--- src/rtl/keypad_scan_ctrl.sv ---
// -----------------------------------------------------------------------------
// keypad_scan_ctrl
//   Scans a 4x4 matrix keypad. One row at a time is driven low. The active-low
//   columns are sampled near the end of each row's dwell. Whole scan frames are
//   debounced, and frames that show more than one closed contact are rejected.
//   Each debounced key event is handed to the consumer through a one-entry
//   valid/ready register.
//
//   Optional feature: define KEYPAD_AUTOREPEAT_EN to re-emit a held key after
//   REPEAT_DELAY frames, then every REPEAT_RATE frames.
//
// Ports
//   clk_clk               in   system clock
//   reset_reset           in   asynchronous reset, active-high
//   keypad_row_export     out  [3:0] row drive, active-low (one row low while scanning)
//   keypad_column_export  in   [3:0] column sense, active-low, asynchronous to clk
//   key_valid             out  key_code holds an unconsumed event
//   key_code              out  [3:0] {row[1:0], col[1:0]}
//   key_ready             in   consumer accepts when key_valid & key_ready
//   key_pressed           out  a debounced key is currently held
//   overflow              out  sticky, an event was dropped
//   overflow_clr          in   one-cycle pulse, clears overflow
// -----------------------------------------------------------------------------
module keypad_scan_ctrl #(
    parameter int ROW_DWELL       = 50000,
    parameter int DEBOUNCE_FRAMES = 4,
    parameter int REPEAT_DELAY    = 500,
    parameter int REPEAT_RATE     = 100
) (
    input  logic       clk_clk,
    input  logic       reset_reset,
    output logic [3:0] keypad_row_export,
    input  logic [3:0] keypad_column_export,
    output logic       key_valid,
    output logic [3:0] key_code,
    input  logic       key_ready,
    output logic       key_pressed,
    output logic       overflow,
    input  logic       overflow_clr
);

    localparam int DW = $clog2(ROW_DWELL);
    localparam int CW = $clog2(DEBOUNCE_FRAMES + 1);

    typedef enum logic [1:0] {S_IDLE, S_DRIVE, S_EVAL} state_t;

    state_t      r_state, w_state_nxt;
    logic [1:0]  r_row, w_row_nxt;
    logic [DW-1:0] r_dwell;
    logic [3:0]  r_rows, w_rows_nxt;
    logic [3:0]  r_col_meta, r_col_sync;
    logic [1:0]  r_hits;               // closed contacts this frame, saturates at 2
    logic [3:0]  r_hit_code;
    logic [4:0]  r_prev_cand;          // {valid, code}; 5'b0 means no key
    logic [CW-1:0] r_cnt;
    logic [4:0]  r_stable;
    logic        r_key_valid;
    logic [3:0]  r_key_code;
    logic        r_overflow;

    logic        w_last_dwell, w_sample, w_eval;
    logic [3:0]  w_row_lows;
    logic [2:0]  w_row_ones, w_hit_total;
    logic [1:0]  w_col_idx;
    logic [4:0]  w_frame_cand;
    logic [CW-1:0] w_cnt_nxt;
    logic        w_change, w_press, w_repeat, w_load, w_accept, w_ovf_set;
    logic [3:0]  w_load_code;

    // ---------------- scan FSM ----------------
    always_ff @(posedge clk_clk or posedge reset_reset) begin
        if (reset_reset) r_state <= S_IDLE;
        else             r_state <= w_state_nxt;
    end

    // NOTE: every output of a combinational block gets a default first, so no path can infer a latch.
    always_comb begin
        w_state_nxt  = r_state;
        w_row_nxt    = r_row;
        w_last_dwell = (r_dwell == DW'(ROW_DWELL - 1));
        case (r_state)
            S_IDLE: begin
                w_state_nxt = S_DRIVE;
                w_row_nxt   = 2'd0;
            end
            S_DRIVE: begin
                if (w_last_dwell) begin
                    // Row 3 stays driven through EVAL. Only rows 0-2 advance here.
                    if (r_row == 2'd3) w_state_nxt = S_EVAL;
                    else               w_row_nxt   = r_row + 2'd1;
                end
            end
            S_EVAL: begin
                w_state_nxt = S_DRIVE;
                w_row_nxt   = 2'd0;
            end
            default: w_state_nxt = S_IDLE;
        endcase
        w_sample   = (r_state == S_DRIVE) && w_last_dwell;
        w_eval     = (r_state == S_EVAL);
        w_rows_nxt = (w_state_nxt == S_IDLE) ? 4'hF : ~(4'b0001 << w_row_nxt);
    end

    // ---------------- sampling datapath ----------------
    assign w_row_lows  = ~r_col_sync;
    assign w_row_ones  = 3'(w_row_lows[0]) + 3'(w_row_lows[1]) + 3'(w_row_lows[2]) + 3'(w_row_lows[3]);
    assign w_hit_total = {1'b0, r_hits} + w_row_ones;

    always_comb begin
        w_col_idx = 2'd0;
        case (w_row_lows)
            4'b0010: w_col_idx = 2'd1;
            4'b0100: w_col_idx = 2'd2;
            4'b1000: w_col_idx = 2'd3;
            default: w_col_idx = 2'd0;
        endcase
    end

    // NOTE: registers use non-blocking assignments so every flop samples pre-edge values.
    always_ff @(posedge clk_clk or posedge reset_reset) begin
        if (reset_reset) begin
            r_col_meta <= 4'hF;
            r_col_sync <= 4'hF;
            r_rows     <= 4'hF;
            r_row      <= 2'd0;
            r_dwell    <= '0;
            r_hits     <= 2'd0;
            r_hit_code <= 4'd0;
        end else begin
            r_col_meta <= keypad_column_export;
            r_col_sync <= r_col_meta;
            r_rows     <= w_rows_nxt;
            r_row      <= w_row_nxt;
            r_dwell    <= (r_state == S_DRIVE && !w_last_dwell) ? r_dwell + DW'(1) : '0;
            if (w_sample) begin
                r_hits <= (w_hit_total >= 3'd2) ? 2'd2 : w_hit_total[1:0];
                if (w_row_ones == 3'd1) r_hit_code <= {r_row, w_col_idx};
            end else if (w_eval) begin
                r_hits <= 2'd0;
            end
        end
    end

    // ---------------- frame debounce ----------------
    assign w_frame_cand = (r_hits == 2'd1) ? {1'b1, r_hit_code} : 5'd0;
    assign w_cnt_nxt    = (w_frame_cand != r_prev_cand) ? CW'(1) :
                          (r_cnt == CW'(DEBOUNCE_FRAMES)) ? r_cnt : r_cnt + CW'(1);
    assign w_change     = w_eval && (w_cnt_nxt == CW'(DEBOUNCE_FRAMES)) && (w_frame_cand != r_stable);
    assign w_press      = w_change && w_frame_cand[4];

    always_ff @(posedge clk_clk or posedge reset_reset) begin
        if (reset_reset) begin
            r_prev_cand <= 5'd0;
            r_cnt       <= '0;
            r_stable    <= 5'd0;
        end else if (w_eval) begin
            r_prev_cand <= w_frame_cand;
            r_cnt       <= w_cnt_nxt;
            if (w_change) r_stable <= w_frame_cand;
        end
    end

    // ---------------- auto-repeat ----------------
`ifdef KEYPAD_AUTOREPEAT_EN
    localparam int REP_MAX = (REPEAT_DELAY > REPEAT_RATE) ? REPEAT_DELAY : REPEAT_RATE;
    localparam int RW      = $clog2(REP_MAX + 1);

    logic [RW-1:0] r_rep_cnt, w_rep_inc;
    logic          r_rep_first, w_rep_hit;

    // Frames counted since the press or the last repeat. The first gap is REPEAT_DELAY, later gaps are REPEAT_RATE.
    assign w_rep_inc = r_rep_cnt + RW'(1);
    assign w_rep_hit = r_rep_first ? (w_rep_inc == RW'(REPEAT_DELAY)) : (w_rep_inc == RW'(REPEAT_RATE));
    assign w_repeat  = w_eval && !w_change && r_stable[4] && w_rep_hit;

    always_ff @(posedge clk_clk or posedge reset_reset) begin
        if (reset_reset) begin
            r_rep_cnt   <= '0;
            r_rep_first <= 1'b1;
        end else if (w_change) begin
            r_rep_cnt   <= '0;
            r_rep_first <= 1'b1;
        end else if (w_eval && r_stable[4]) begin
            if (w_rep_hit) begin
                r_rep_cnt   <= '0;
                r_rep_first <= 1'b0;
            end else begin
                r_rep_cnt   <= w_rep_inc;
            end
        end
    end
`else
    // Repeat timing has no effect without auto-repeat. It is folded into a tied-off net.
    logic w_unused_repeat;
    assign w_unused_repeat = (REPEAT_DELAY > 0) ^ (REPEAT_RATE > 0);
    assign w_repeat        = 1'b0;
`endif

    // ---------------- output register ----------------
    assign w_load      = w_press | w_repeat;
    assign w_load_code = w_press ? w_frame_cand[3:0] : r_stable[3:0];
    assign w_accept    = r_key_valid & key_ready;
    assign w_ovf_set   = w_load && r_key_valid && !w_accept;

    always_ff @(posedge clk_clk or posedge reset_reset) begin
        if (reset_reset) begin
            r_key_valid <= 1'b0;
            r_key_code  <= 4'd0;
            r_overflow  <= 1'b0;
        end else begin
            if (w_load && (!r_key_valid || w_accept)) begin
                r_key_valid <= 1'b1;
                r_key_code  <= w_load_code;
            end else if (w_accept) begin
                r_key_valid <= 1'b0;
            end
            if (overflow_clr)   r_overflow <= 1'b0;
            else if (w_ovf_set) r_overflow <= 1'b1;
        end
    end

    assign keypad_row_export = r_rows;
    assign key_valid         = r_key_valid;
    assign key_code          = r_key_code;
    assign key_pressed       = r_stable[4];
    assign overflow          = r_overflow;

endmodule
--- config.mk ---
export PLATFORM = sky130hd
export DESIGN_NAME = keypad_scan_ctrl
export DESIGN_NICKNAME = d
export VERILOG_FILES = /design/src/rtl/keypad_scan_ctrl.sv
export SDC_FILE = /design/constraint.sdc
export NUM_CORES = 1
export LEC_CHECK = 0
export CORE_MARGIN = 2
export CORE_UTILIZATION = 40
export DETAILED_ROUTE_END_ITERATION = 16
export GPL_TIMING_DRIVEN = 0
export PLACE_DENSITY = 0.65
export SETUP_SLACK_MARGIN = 0.05
export SLEW_MARGIN = 20
export SYNTH_ARGS = -nofsm -noshare
export SYNTH_HDL_FRONTEND = slang
export SYNTH_SLANG_ARGS = --single-unit
--- constraint.sdc ---
create_clock -name clk_clk -period 5.4 [get_ports clk_clk]
set_input_delay 1.08 -clock clk_clk [delete_from_list [all_inputs] [get_ports clk_clk]]
set_output_delay 1.08 -clock clk_clk [all_outputs]
set_load 0.02 [all_outputs]
==> impl_metrics.json <==
{
  "yosysTopAreaCell": "dfrtp_1",
  "timing.final.crit_period_ns": 2.722,
  "max_freq_mhz": 367.3,
  "ys_warn_count": 0,
  "clk_pin_slew_worst_paths_ns": 0.07,
  "synth_most_common_cell": "dfrtp_1",
  "cp_cell_sequence": "inv_1 > fa_1 > ha_1 > ha_1 > fa_1 > xor2_1 > nor2_1 > nand3_1 > o21ai_1 > a22o_1",
  "syn_inst": 255,
  "grt_pass1_wl_um": 8556,
  "synth-seq-cells": 57,
  "grt.overflow.total": 0,
  "finalHoldViolations": 0,
  "cts_resized": 0,
  "syn-num-nets": 273,
  "hold_buffers": 0,
  "endpoint_kind": "register",
  "cts_root_buf": "clkbuf_8",
  "r2r-start": "r_col_sync[0]$_DFF_PP1_",
  "grt_usage": 0.1448,
  "finalSetupViolations": 0,
  "p_per_area_nw_per_um2": 266.6,
  "grt_max_degree": 58,
  "numClockSinks": 57,
  "p_int_mw": 0.7220,
  "syn2layout_area_growth_pct": 18.71,
  "fin_skew_ns": 0.008478,
  "numCtsBuffers": 9,
  "fin_crit_sh": 0.5042,
  "num_vias": 1905,
  "p_switching_mw": 0.1841,
  "postRouteWirelength_um": 4795,
  "grt_pass1_vias": 1907,
  "drive_gt1_frac": 0.2007,
  "stdcell_count": 385,
  "power.static_leakage_nw": 1.509,
  "final_util": 0.4947,
  "relSlewSlack": 0.5349,
  "dp.cells": 369,
  "gp_congestion": 0.7319,
  "seqPwrFrac": 0.479,
  "syn_area_per_cell_um2": 11.23,
  "swShare": 0.2032,
  "rows": 30,
  "crit_arrival_ns": 2.99,
  "vias_per_cell": 4.948,
  "synth-async-reset-ratio": 1.000,
  "start_util": 0.4168,
  "clkPwrFrac": 0.493,
  "vdd_drop_max_mv": 0.1374,
  "max_stage_delay_ns": 0.55,
  "firstDrtPassIters": 4,
  "syn_area_um2": 2863,
  "cts_tree": "yes",
  "power_mw": 0.9061,
  "ys_seq_area_frac": 0.5035,
  "n_antenna_cell": 0,
  "power_frac_comb": 0.028,
  "cp-start-kind": "register",
  "die_y_um": 88.60,
  "die_area_um2": 7850,
  "synth_top_area_frac": 0.3934,
  "synth_common_cells": "45 x dfrtp_1, 31 x nor2_1, 19 x nand2_1",
  "nets": 302,
  "post-route-drc-count": 0,
  "fin_area_um2": 3398,
  "post-dp-hpwl_um": 3307,
  "htree_levels": 3,
  "post-cts-setup-buffers": 0,
  "cp-startpoint": "r_col_sync[0]$_DFF_PP1_",
  "crit_fanout": 3,
  "yosys-top-cells-area": "dfrtp_1 39%, dfstp_2 11%, nor2_1 4.1%",
  "core_um2": 6869,
  "ys_types": 56,
  "clkLatencyLatePin_ns": 0.34,
  "critPathSlowestCell": "dfstp_2",
  "max_slew.worst_pin.slew_ns": 0.6977,
  "placed_area_um2": 3166,
  "dr.first_iter.drc_count": 110,
  "io-pin-count": 19,
  "slew_viol_final": 0,
  "worstHoldStart": "r_col_meta[0]$_DFF_PP1_",
  "status": "finished, final reports clean",
  "cap_violations": 0,
  "wl_per_cell_um": 12.45,
  "synth_flop_cell": "dfrtp_1",
  "synth_edf_count": 0,
  "crit_type": "reg2reg",
  "clk_path_buf_depth": 2,
  "min_path_type": "reg2reg",
  "cpLargestDelayFamily": "adder cells",
  "rsz0062_at_grt": "no",
  "fin_tns_setup_ns": 0,
  "crit_buf_inv": 1,
  "worstPathRequired_ns": 5.67,
  "io_buffers": 18,
  "antenna_found_initial": 0,
  "chipWidth_um": 88.60,
  "postRouteAntennaNets": 0
}
power by group through the flow:
stage	logic (mW)	clock network (mW)	registers (mW)
2_1_floorplan	0.0165	0	0.442
3_3_place_gp	0.0255	0	0.442
3_5_place_dp	0.0263	0	0.442
4_1_cts	0.0265	0.462	0.434
5_1_grt	0.0304	0.482	0.434
6_report	0.0251	0.447	0.434
through the flow:
stage / worst slack [ns] / hold slack [ns]
5_1_grt: 2.505 / 0.3628
6_report: 2.678 / 0.3563
2_1_floorplan: 2.788 / 0.3452
3_3_place_gp: 1.882 / 0.3455
3_5_place_dp: 2.684 / 0.3468
4_1_cts: 2.654 / 0.3576
layout make-up:
class | count | area (um2)
Buffer | 7 | 46.29
Fill cell | 635 | 3471
Tap cell | 96 | 120.1
Multi-Input combinational cell | 176 | 1319
Clock inverter | 4 | 45.04
Timing Repair Buffer | 18 | 180.2
Inverter | 15 | 58.81
Clock buffer | 12 | 187.7
Sequential cell | 57 | 1441
layer usage:
layer	share of wire	up-vias	global-route usage	wire length (um)
met5	0	-	0	0
met4	0.011	0	0.04545	55
met3	0.048	6	0.06063	232
met2	0.45	40	0.2249	2171
met1	0.49	925	0.1851	2335
li1	-	934	-	-
state kept, by name (all words and copies together) (netlist names), 4 cells and up:
name,count
r_stable,5
r_prev_cand,5
r_col_sync,4
key_code,4
r_dwell,16
r_col_meta,4
keypad_row_export,4
r_hit_code,4
logic make-up (layout without fill, tap and decap cells):
kind of cell | count (synthesis) | in the layout | synth area share
AND/OR/NAND/NOR | 94 | 94 | 0.1809
flip-flops | 57 | 57 | 0.5035
AO/OA/AOI/OAI | 36 | 36 | 0.1001
buffers and inverters | 22 | 56 | 0.03584
XOR/XNOR | 20 | 20 | 0.06119
multiplexers | 16 | 16 | 0.06949
adder cells (fa/ha/maj) | 10 | 10 | 0.04895
final timing paths:
kind / end / slack (ns) / cells after the start
min: r_col_sync[0]$_DFF_PP1_ / 0.36 / 0
max: r_hits[0]$_DFFE_PP0P_ / 2.68 / 10
max in group asynchronous: r_prev_cand[4]$_DFFE_PP0P_ / 3.73 / 2
max reg2reg: r_hits[0]$_DFFE_PP0P_ / 2.68 / 10
min reg2reg: r_col_sync[0]$_DFF_PP1_ / 0.36 / 0
min in group asynchronous: r_dwell[9]$_DFF_PP0_ / 1.22 / 2
placed cells by master (no fill, tap or decap), drive strengths merged, types with 2 or more instances in the layout:
cell,Yosys,final
and2,6,6
xnor2,9,9
buf,3,3
a22o,2,2
clkdlybuf4s50,0,18
a31oi,4,4
mux2,16,16
o211ai,2,2
and3,5,5
ha,8,8
nand2,19,19
nand3,9,9
dfstp,12,12
clkbuf,4,16
nor3,4,4
a21oi,3,3
xor2,11,11
clkinv,0,3
nand2b,2,2
a2bb2oi,2,2
inv,15,15
o21ai,10,10
nand4,4,4
fa,2,2
and4bb,2,2
nor2b,3,3
o21bai,2,2
nor2,32,32
dfrtp,45,45
or3,2,2
worst register-to-register path: stages (launching register included):
cell and delay (ns):
dfstp_2 0.55, inv_1 0.06, fa_1 0.47, ha_1 0.19, ha_1 0.31, fa_1 0.41
xor2_1 0.17, nor2_1 0.13, nand3_1 0.09, o21ai_1 0.14, a22o_1 0.15
(Power assumes the default switching activity.)
